===== src/rtl/mem_port_arbiter_if.sv =====
// Access-size encoding and the single-port memory array interface shared by the
// fetch/data arbiter and the memory array it drives (one clock, sync active-high reset).
package mem_access_pkg;
   typedef enum logic [1:0] {
      MEM_BYTE = 2'd0,
      MEM_HALF = 2'd1,
      MEM_WORD = 2'd2
   } mem_access_size_t;
endpackage

interface mem_array_if;
   import mem_access_pkg::*;

   // Read is combinational (rd_data follows rd_addr/rd_size, right-aligned);
   // write commits at the posedge of the cycle wr_enable is high.
   logic [31:0]      rd_addr;
   mem_access_size_t rd_size;
   logic [31:0]      rd_data;
   logic             wr_enable;
   logic [31:0]      wr_addr;
   logic [31:0]      wr_data;
   mem_access_size_t wr_size;

   modport slave (
      output rd_addr, rd_size, wr_enable, wr_addr, wr_data, wr_size,
      input  rd_data
   );

   modport master (
      input  rd_addr, rd_size, wr_enable, wr_addr, wr_data, wr_size,
      output rd_data
   );
endinterface


===== src/rtl/mem_port_arbiter.sv =====
// Shares one memory port between instruction fetch and data access: one grant per cycle,
// registered single-cycle responses, misaligned requests answered with an error.
module mem_port_arbiter
   import mem_access_pkg::*;
#(
   parameter int unsigned STARVE_LIMIT = 4
) (
   input  logic             clk_i,
   input  logic             reset_i,
   // Handshake: a request is accepted in the cycle valid && ready are both high.
   // ready is combinational from valid and arbiter state; nothing is queued, so a
   // requester holds valid and its fields until accepted. Responses are one-cycle
   // pulses exactly one cycle after acceptance and cannot be back-pressured.
   input  logic             if_req_valid_i,
   output logic             if_req_ready_o,
   input  logic [31:0]      if_addr_i,
   output logic             if_rsp_valid_o,
   output logic [31:0]      if_rsp_data_o,
   output logic             if_rsp_err_o,
   input  logic             dc_req_valid_i,
   output logic             dc_req_ready_o,
   input  logic             dc_we_i,
   input  mem_access_size_t dc_size_i,
   input  logic [31:0]      dc_addr_i,
   input  logic [31:0]      dc_wr_data_i,
   output logic             dc_rsp_valid_o,
   output logic [31:0]      dc_rsp_data_o,
   output logic             dc_rsp_err_o,
   mem_array_if.slave       memif
);

   localparam int unsigned          CNT_W   = $clog2(STARVE_LIMIT + 1);
   localparam logic [CNT_W-1:0]     CNT_MAX = CNT_W'(STARVE_LIMIT);

   function automatic logic is_misaligned(mem_access_size_t size, logic [1:0] lsb);
      case (size)
         MEM_BYTE: return 1'b0;
         MEM_HALF: return lsb[0];
         default:  return (lsb != 2'b00);
      endcase
   endfunction

   function automatic logic [31:0] size_mask(mem_access_size_t size, logic [31:0] data);
      case (size)
         MEM_BYTE: return {24'd0, data[7:0]};
         MEM_HALF: return {16'd0, data[15:0]};
         default:  return data;
      endcase
   endfunction

   logic [CNT_W-1:0] starve_cnt_q, starve_cnt_d;
   logic             if_rsp_valid_q, if_rsp_valid_d;
   logic [31:0]      if_rsp_data_q, if_rsp_data_d;
   logic             if_rsp_err_q, if_rsp_err_d;
   logic             dc_rsp_valid_q, dc_rsp_valid_d;
   logic [31:0]      dc_rsp_data_q, dc_rsp_data_d;
   logic             dc_rsp_err_q, dc_rsp_err_d;

   logic fetch_wins;
   logic grant_if;
   logic grant_dc;
   logic if_misaligned;
   logic dc_misaligned;

   always_comb begin
      // Data wins ties unless fetch has been held off for STARVE_LIMIT cycles.
      fetch_wins    = if_req_valid_i && (!dc_req_valid_i || (starve_cnt_q == CNT_MAX));
      grant_if      = !reset_i && fetch_wins;
      grant_dc      = !reset_i && dc_req_valid_i && !fetch_wins;
      if_misaligned = (if_addr_i[1:0] != 2'b00);
      dc_misaligned = is_misaligned(dc_size_i, dc_addr_i[1:0]);

      starve_cnt_d = '0;
      if (if_req_valid_i && !grant_if) begin
         starve_cnt_d = (starve_cnt_q == CNT_MAX) ? CNT_MAX : starve_cnt_q + 1'b1;
      end

      memif.rd_addr   = '0;
      memif.rd_size   = MEM_WORD;
      if (grant_if) begin
         memif.rd_addr = if_addr_i;
      end else if (grant_dc) begin
         memif.rd_addr = dc_addr_i;
         memif.rd_size = dc_size_i;
      end
      memif.wr_enable = grant_dc && dc_we_i && !dc_misaligned;
      memif.wr_addr   = dc_addr_i;
      memif.wr_data   = dc_wr_data_i;
      memif.wr_size   = dc_size_i;

      // Response payloads hold their last value until the next response for that port.
      if_rsp_valid_d = grant_if;
      if_rsp_data_d  = if_rsp_data_q;
      if_rsp_err_d   = if_rsp_err_q;
      if (grant_if) begin
         if_rsp_err_d  = if_misaligned;
         if_rsp_data_d = if_misaligned ? 32'd0 : memif.rd_data;
      end

      dc_rsp_valid_d = grant_dc;
      dc_rsp_data_d  = dc_rsp_data_q;
      dc_rsp_err_d   = dc_rsp_err_q;
      if (grant_dc) begin
         dc_rsp_err_d  = dc_misaligned;
         dc_rsp_data_d = (dc_misaligned || dc_we_i) ? 32'd0
                                                    : size_mask(dc_size_i, memif.rd_data);
      end
   end

   always_ff @(posedge clk_i) begin
      if (reset_i) begin
         starve_cnt_q   <= '0;
         if_rsp_valid_q <= 1'b0;
         if_rsp_data_q  <= '0;
         if_rsp_err_q   <= 1'b0;
         dc_rsp_valid_q <= 1'b0;
         dc_rsp_data_q  <= '0;
         dc_rsp_err_q   <= 1'b0;
      end else begin
         starve_cnt_q   <= starve_cnt_d;
         if_rsp_valid_q <= if_rsp_valid_d;
         if_rsp_data_q  <= if_rsp_data_d;
         if_rsp_err_q   <= if_rsp_err_d;
         dc_rsp_valid_q <= dc_rsp_valid_d;
         dc_rsp_data_q  <= dc_rsp_data_d;
         dc_rsp_err_q   <= dc_rsp_err_d;
      end
   end

   assign if_req_ready_o = grant_if;
   assign dc_req_ready_o = grant_dc;
   assign if_rsp_valid_o = if_rsp_valid_q;
   assign if_rsp_data_o  = if_rsp_data_q;
   assign if_rsp_err_o   = if_rsp_err_q;
   assign dc_rsp_valid_o = dc_rsp_valid_q;
   assign dc_rsp_data_o  = dc_rsp_data_q;
   assign dc_rsp_err_o   = dc_rsp_err_q;

endmodule


===== src/flat_wrapper.sv =====
// flat-port wrapper written by rule: the top's interface ports become plain ports
module mem_port_arbiter_flat import mem_access_pkg::*;
#(
   parameter int unsigned STARVE_LIMIT = 4
)
  (clk_i, reset_i, if_req_valid_i, if_req_ready_o, if_addr_i, if_rsp_valid_o, if_rsp_data_o, if_rsp_err_o, dc_req_valid_i, dc_req_ready_o, dc_we_i, dc_size_i, dc_addr_i, dc_wr_data_i, dc_rsp_valid_o, dc_rsp_data_o, dc_rsp_err_o, memif_rd_addr, memif_rd_size, memif_wr_enable, memif_wr_addr, memif_wr_data, memif_wr_size, memif_rd_data);
  mem_array_if memif_i ();
  input  logic clk_i;
  input  logic reset_i;
  input  logic if_req_valid_i;
  output logic if_req_ready_o;
  input  logic [31:0] if_addr_i;
  output logic if_rsp_valid_o;
  output logic [31:0] if_rsp_data_o;
  output logic if_rsp_err_o;
  input  logic dc_req_valid_i;
  output logic dc_req_ready_o;
  input  logic dc_we_i;
  input  mem_access_size_t dc_size_i;
  input  logic [31:0] dc_addr_i;
  input  logic [31:0] dc_wr_data_i;
  output logic dc_rsp_valid_o;
  output logic [31:0] dc_rsp_data_o;
  output logic dc_rsp_err_o;
  output wire logic [$bits(memif_i.rd_addr)-1:0] memif_rd_addr;
  output wire logic [$bits(memif_i.rd_size)-1:0] memif_rd_size;
  output wire logic [$bits(memif_i.wr_enable)-1:0] memif_wr_enable;
  output wire logic [$bits(memif_i.wr_addr)-1:0] memif_wr_addr;
  output wire logic [$bits(memif_i.wr_data)-1:0] memif_wr_data;
  output wire logic [$bits(memif_i.wr_size)-1:0] memif_wr_size;
  input wire logic [$bits(memif_i.rd_data)-1:0] memif_rd_data;
  assign memif_rd_addr = memif_i.rd_addr;
  assign memif_rd_size = memif_i.rd_size;
  assign memif_wr_enable = memif_i.wr_enable;
  assign memif_wr_addr = memif_i.wr_addr;
  assign memif_wr_data = memif_i.wr_data;
  assign memif_wr_size = memif_i.wr_size;
  assign memif_i.rd_data = memif_rd_data;
  mem_port_arbiter #(.STARVE_LIMIT(STARVE_LIMIT)) u_core (.clk_i(clk_i), .reset_i(reset_i), .if_req_valid_i(if_req_valid_i), .if_req_ready_o(if_req_ready_o), .if_addr_i(if_addr_i), .if_rsp_valid_o(if_rsp_valid_o), .if_rsp_data_o(if_rsp_data_o), .if_rsp_err_o(if_rsp_err_o), .dc_req_valid_i(dc_req_valid_i), .dc_req_ready_o(dc_req_ready_o), .dc_we_i(dc_we_i), .dc_size_i(dc_size_i), .dc_addr_i(dc_addr_i), .dc_wr_data_i(dc_wr_data_i), .dc_rsp_valid_o(dc_rsp_valid_o), .dc_rsp_data_o(dc_rsp_data_o), .dc_rsp_err_o(dc_rsp_err_o), .memif(memif_i));
endmodule

===== config.mk =====
export PLATFORM = sky130hd
export DESIGN_NAME = mem_port_arbiter_flat
export DESIGN_NICKNAME = d
export VERILOG_FILES = /design/src/rtl/mem_port_arbiter_if.sv /design/src/rtl/mem_port_arbiter.sv /design/src/flat_wrapper.sv
export SDC_FILE = /design/constraint.sdc
export NUM_CORES = 1
export LEC_CHECK = 0
export CAP_MARGIN = 40
export CORE_UTILIZATION = 25
export CTS_CLUSTER_DIAMETER = 150
export DETAILED_ROUTE_END_ITERATION = 10
export PLACE_DENSITY_LB_ADDON = 0.08
export SLEW_MARGIN = 10
export SYNTH_ARGS = -nofsm -noshare
export SYNTH_HDL_FRONTEND = slang
export SYNTH_SLANG_ARGS = --single-unit

===== constraint.sdc =====
create_clock -name clk_i -period 2.5 [get_ports clk_i]
set_input_delay 0.375 -clock clk_i [delete_from_list [all_inputs] [get_ports clk_i]]
set_output_delay 0.375 -clock clk_i [all_outputs]
set_load 0.1 [all_outputs]

==> metrics.md <==
| Metric | Value |
|---|---|
| Max clock buf depth | 2 |
| Top-level port count | 306 |
| Worst Tran Pin Value | 0.6759 ns |
| TritonCTS Sinks | 71 |
| Slew Limit Fails | 0 |
| Vias in the first global route | 3853 |
| Netlist cell types | 38 |
| Avg WL per Cell | 19.24 um |
| Largest family of logic cells by synthesized area | buffers and inverters |
| Die W | 127.8 um |
| Layout cells sized above 1 | 31.56% |
| Dpl cells | 813 |
| FP Rows | 45 |
| Data required, critical path | 2.12 ns |
| RSZ-0062 raised after global routing | true |
| Area growth from synthesis to layout | 71.96% |
| Reg clk slew, reported paths | 0.05 ns |
| Layout Utilization | 44.44% |
| Vias | 3826 |
| Hold Path Depth | 2 |
| Post-Route WL | 16010 um |
| Async S/R FF share, synth | 0% |
| Hold Startpoint | reset_i |
| Post-Synth Adder-Cell Area | 0.6323% |
| Initial DRC Count | 144 |
| GP Congestion | 0.7433 |
| Gr ovfl total | 0 |
| Height of the die | 127.8 um |
| Setup slack, reg-to-reg | 0.80 ns |
| Cell Count, Final, Fillers Out | 832 |
| Worst rel slew slack | 54.94% |
| # fillers | 1497 |
| Worst vdd ir | 322.0 uV |
| PortBufs | 241 |
| Worst Setup Path Type | input pin to primary output |
| Worst skew pair latency | 0.32 ns |
| Crit path DAT | 2.04 ns |
| Crit path launch type | input pin |
| Post-synthesis cell count | 440 |
| Final Cycle Share | 96.67% |
| Antenna-violating nets left | 0 |
| Drt first pass iters | 4 |
| CTS Root Cell | clkbuf_16 |
| Synth Cell Area | 0.003958 mm2 |
| Compound-cell area share of the yosys netlist | 17.01% |
| Leakage power total | 2.731 nW |
| Final setup vio count | 0 |
| GRT Total Usage | 18.95% |
| Initial Util | 25.84% |
| Ant diodes | 0 |
| Min-Delay Path Class | input pin to flop |
| Core box area | 0.01531 mm2 |
| Ys flop type | dfxtp_1 |
| First-pass GRT wire length | 23580 um |
| Hold buffer count at cts | 0 |
| Final hold vios | 0 |
| Outcome | complete, no violations |
| CTS tree | done |
| Sequential element share of the synthesized area | 35.92% |
| Nets | 753 |
| Multiplexer share of the synthesized area | 9.864% |
| Tmin final | 2.417 ns |
| Synthesized-area fraction occupied by and/or/nand/nor cells | 18.02% |
| Initial antenna violation count | 1 |
| Hold path endpoint | u_core.if_rsp_data_o[23] |
| Skew final | 0.008450 ns |
| Dpl hpwl | 12070 um |
| Avg Cell Area, Syn | 8.994 um2 |
| Worst r2r path cells | 6 |
| Syn Nets | 577 |
| Die area | 0.01634 mm2 |
| Number of synthesized flops with an enable pin | 0 |
| Synthesized flop and latch total | 71 |
| Remaining DRCs | 0 |
| Cell Pwr Density | 581.5 mW/mm2 |
| Crit path capture type | primary output |
| H-tree Lvls | 3 |
| Max Cap Violations | 0 |
| Reg2reg end | u_core.if_rsp_data_o[12] |
| CP Max Fanout | 13 |
| Via-to-Cell Ratio | 4.599 |
| Max Freq | 0.4138 GHz |
| XOR/XNOR Fraction of Synth Area | 0% |
| Sequential cell area | 0.001423 mm2 |
| Multi-input gate area | 0.001883 mm2 |
| Pin count of the biggest net entering global routing | 74 |
| CTS buffer count | 9 |
| Worst r2r src | u_core.starve_cnt_q[0] |
| Yosys warning count | 0 |
## cell type report
cell class	count	area share, %
inverters	11	0.6067
multi-input cells	258	27.67
repair buffers	265	41.96
well taps	211	3.879
clock inverters	5	1.563
clock buffers	11	3.420
flip-flops and latches	71	20.90
## cell usage after synthesis, types with 9 or more instances
cell type,count,area (um2)
nand2b_1,40,250.2
a211oi_1,10,75.07
mux2i_1,39,390.4
clkbuf_1,16,60.06
nand2_1,43,161.4
dfxtp_1,71,1421
buf_4,70,525.5
o21ai_0,20,100.1
nand4_1,9,56.30
inv_1,11,41.29
a21oi_1,11,55.05
a22o_1,32,280.3
## state kept, by name (all words and copies together), names as in the netlist
| name | cells |
|---|---|
| u_core.if_rsp_err_o | 1 |
| u_core.dc_rsp_err_o | 1 |
| u_core.dc_rsp_valid_o | 1 |
| u_core.dc_rsp_data_o | 32 |
| u_core.if_rsp_valid_o | 1 |
| u_core.starve_cnt_q | 3 |
| u_core.if_rsp_data_o | 32 |
## metrics by stage
| step | hold WS [ns] | setup slack (ns) | total power, mW | setup TNS (ns) | area, um2 |
|---|---|---|---|---|---|
| floorplan | 0.4222 | 0.07540 | 2.264 | 0 | 3959 |
| global placement | 0.4345 | 0.1794 | 2.502 | 0 | 6351 |
| detailed placement | 0.4625 | 0.1297 | 2.504 | 0 | 6351 |
| CTS | 0.3847 | 0.01145 | 4.013 | 0 | 6774 |
| global route | 0.4115 | -0.02092 | 4.102 | -0.1296 | 6805 |
| finish | 0.3972 | 0.08322 | 3.957 | 0 | 6805 |
## repair_timing
item                       in CTS  in global routing
buffers inserted                2                  0
setup endpoints to repair       4                 35
resized for setup               7                  5
pin swaps                       1                  1
cloned                          1                  0
## cell families (layout without fill, tap and decap cells)
kind of cell,Yosys count,count (layout)
muxes,39,39
and+or+nand+nor,123,123
AOI/OAI and AO/OA,94,94
adders and majority gates,2,2
DFF,71,71
buffers and inverters,111,292
## worst max-delay path, stage by stage
cell,delay [ns]
clkdlybuf4s50_1,0.53
and3_1,0.27
nor3_4,0.20
buf_6,0.15
buf_12,0.14
a22o_1,0.19
buf_12,0.18
## cells in the final DEF (no fill, tap or decap), types with 2 or more instances in the layout
cell,instances
mux2i_1,39
clkbuf_1,2
a22o_4,7
nand4b_1,8
dfxtp_1,70
bufinv_16,3
buf_12,47
o2111ai_1,2
buf_6,2
nand2b_1,40
clkdlybuf4s50_1,101
a211oi_1,10
o22ai_1,8
o21ai_0,20
nor2b_1,5
nor2_1,3
nor4b_1,2
a31o_1,6
a22o_1,25
a21oi_1,11
inv_1,11
nand4_1,9
clkbuf_16,9
nand2_1,43
buf_4,113
## report_power, final
group | leakage (nW) | switching, mW | internal [mW]
registers | 0.575 | 0.0120 | 1.15
clock network | 0.160 | 0.483 | 0.977
logic | 2.00 | 0.870 | 0.460
total | 2.73 | 1.37 | 2.59
## worst max-delay path by stage
stage | from | to | cells past startpoint
6_report | if_req_valid_i | memif_rd_addr[22] | 7
2_1_floorplan | u_core.starve_cnt_q[0] | memif_wr_enable | 6
3_3_place_gp | if_req_valid_i | memif_rd_addr[27] | 6
5_1_grt | u_core.starve_cnt_q[0] | memif_rd_addr[4] | 8
3_5_place_dp | if_req_valid_i | memif_rd_addr[31] | 6
4_1_cts | u_core.starve_cnt_q[0] | memif_rd_addr[14] | 8
## layer usage
layer	track usage [%]	vias to the layer above	wire length, um
li1	-	1824	-
met2	33.38	180	8178
met5	0	-	0
met1	21.80	1810	6173
met4	5.260	0	171
met3	6.260	12	1482
Note: power is estimated with default switching activity, not from simulation.
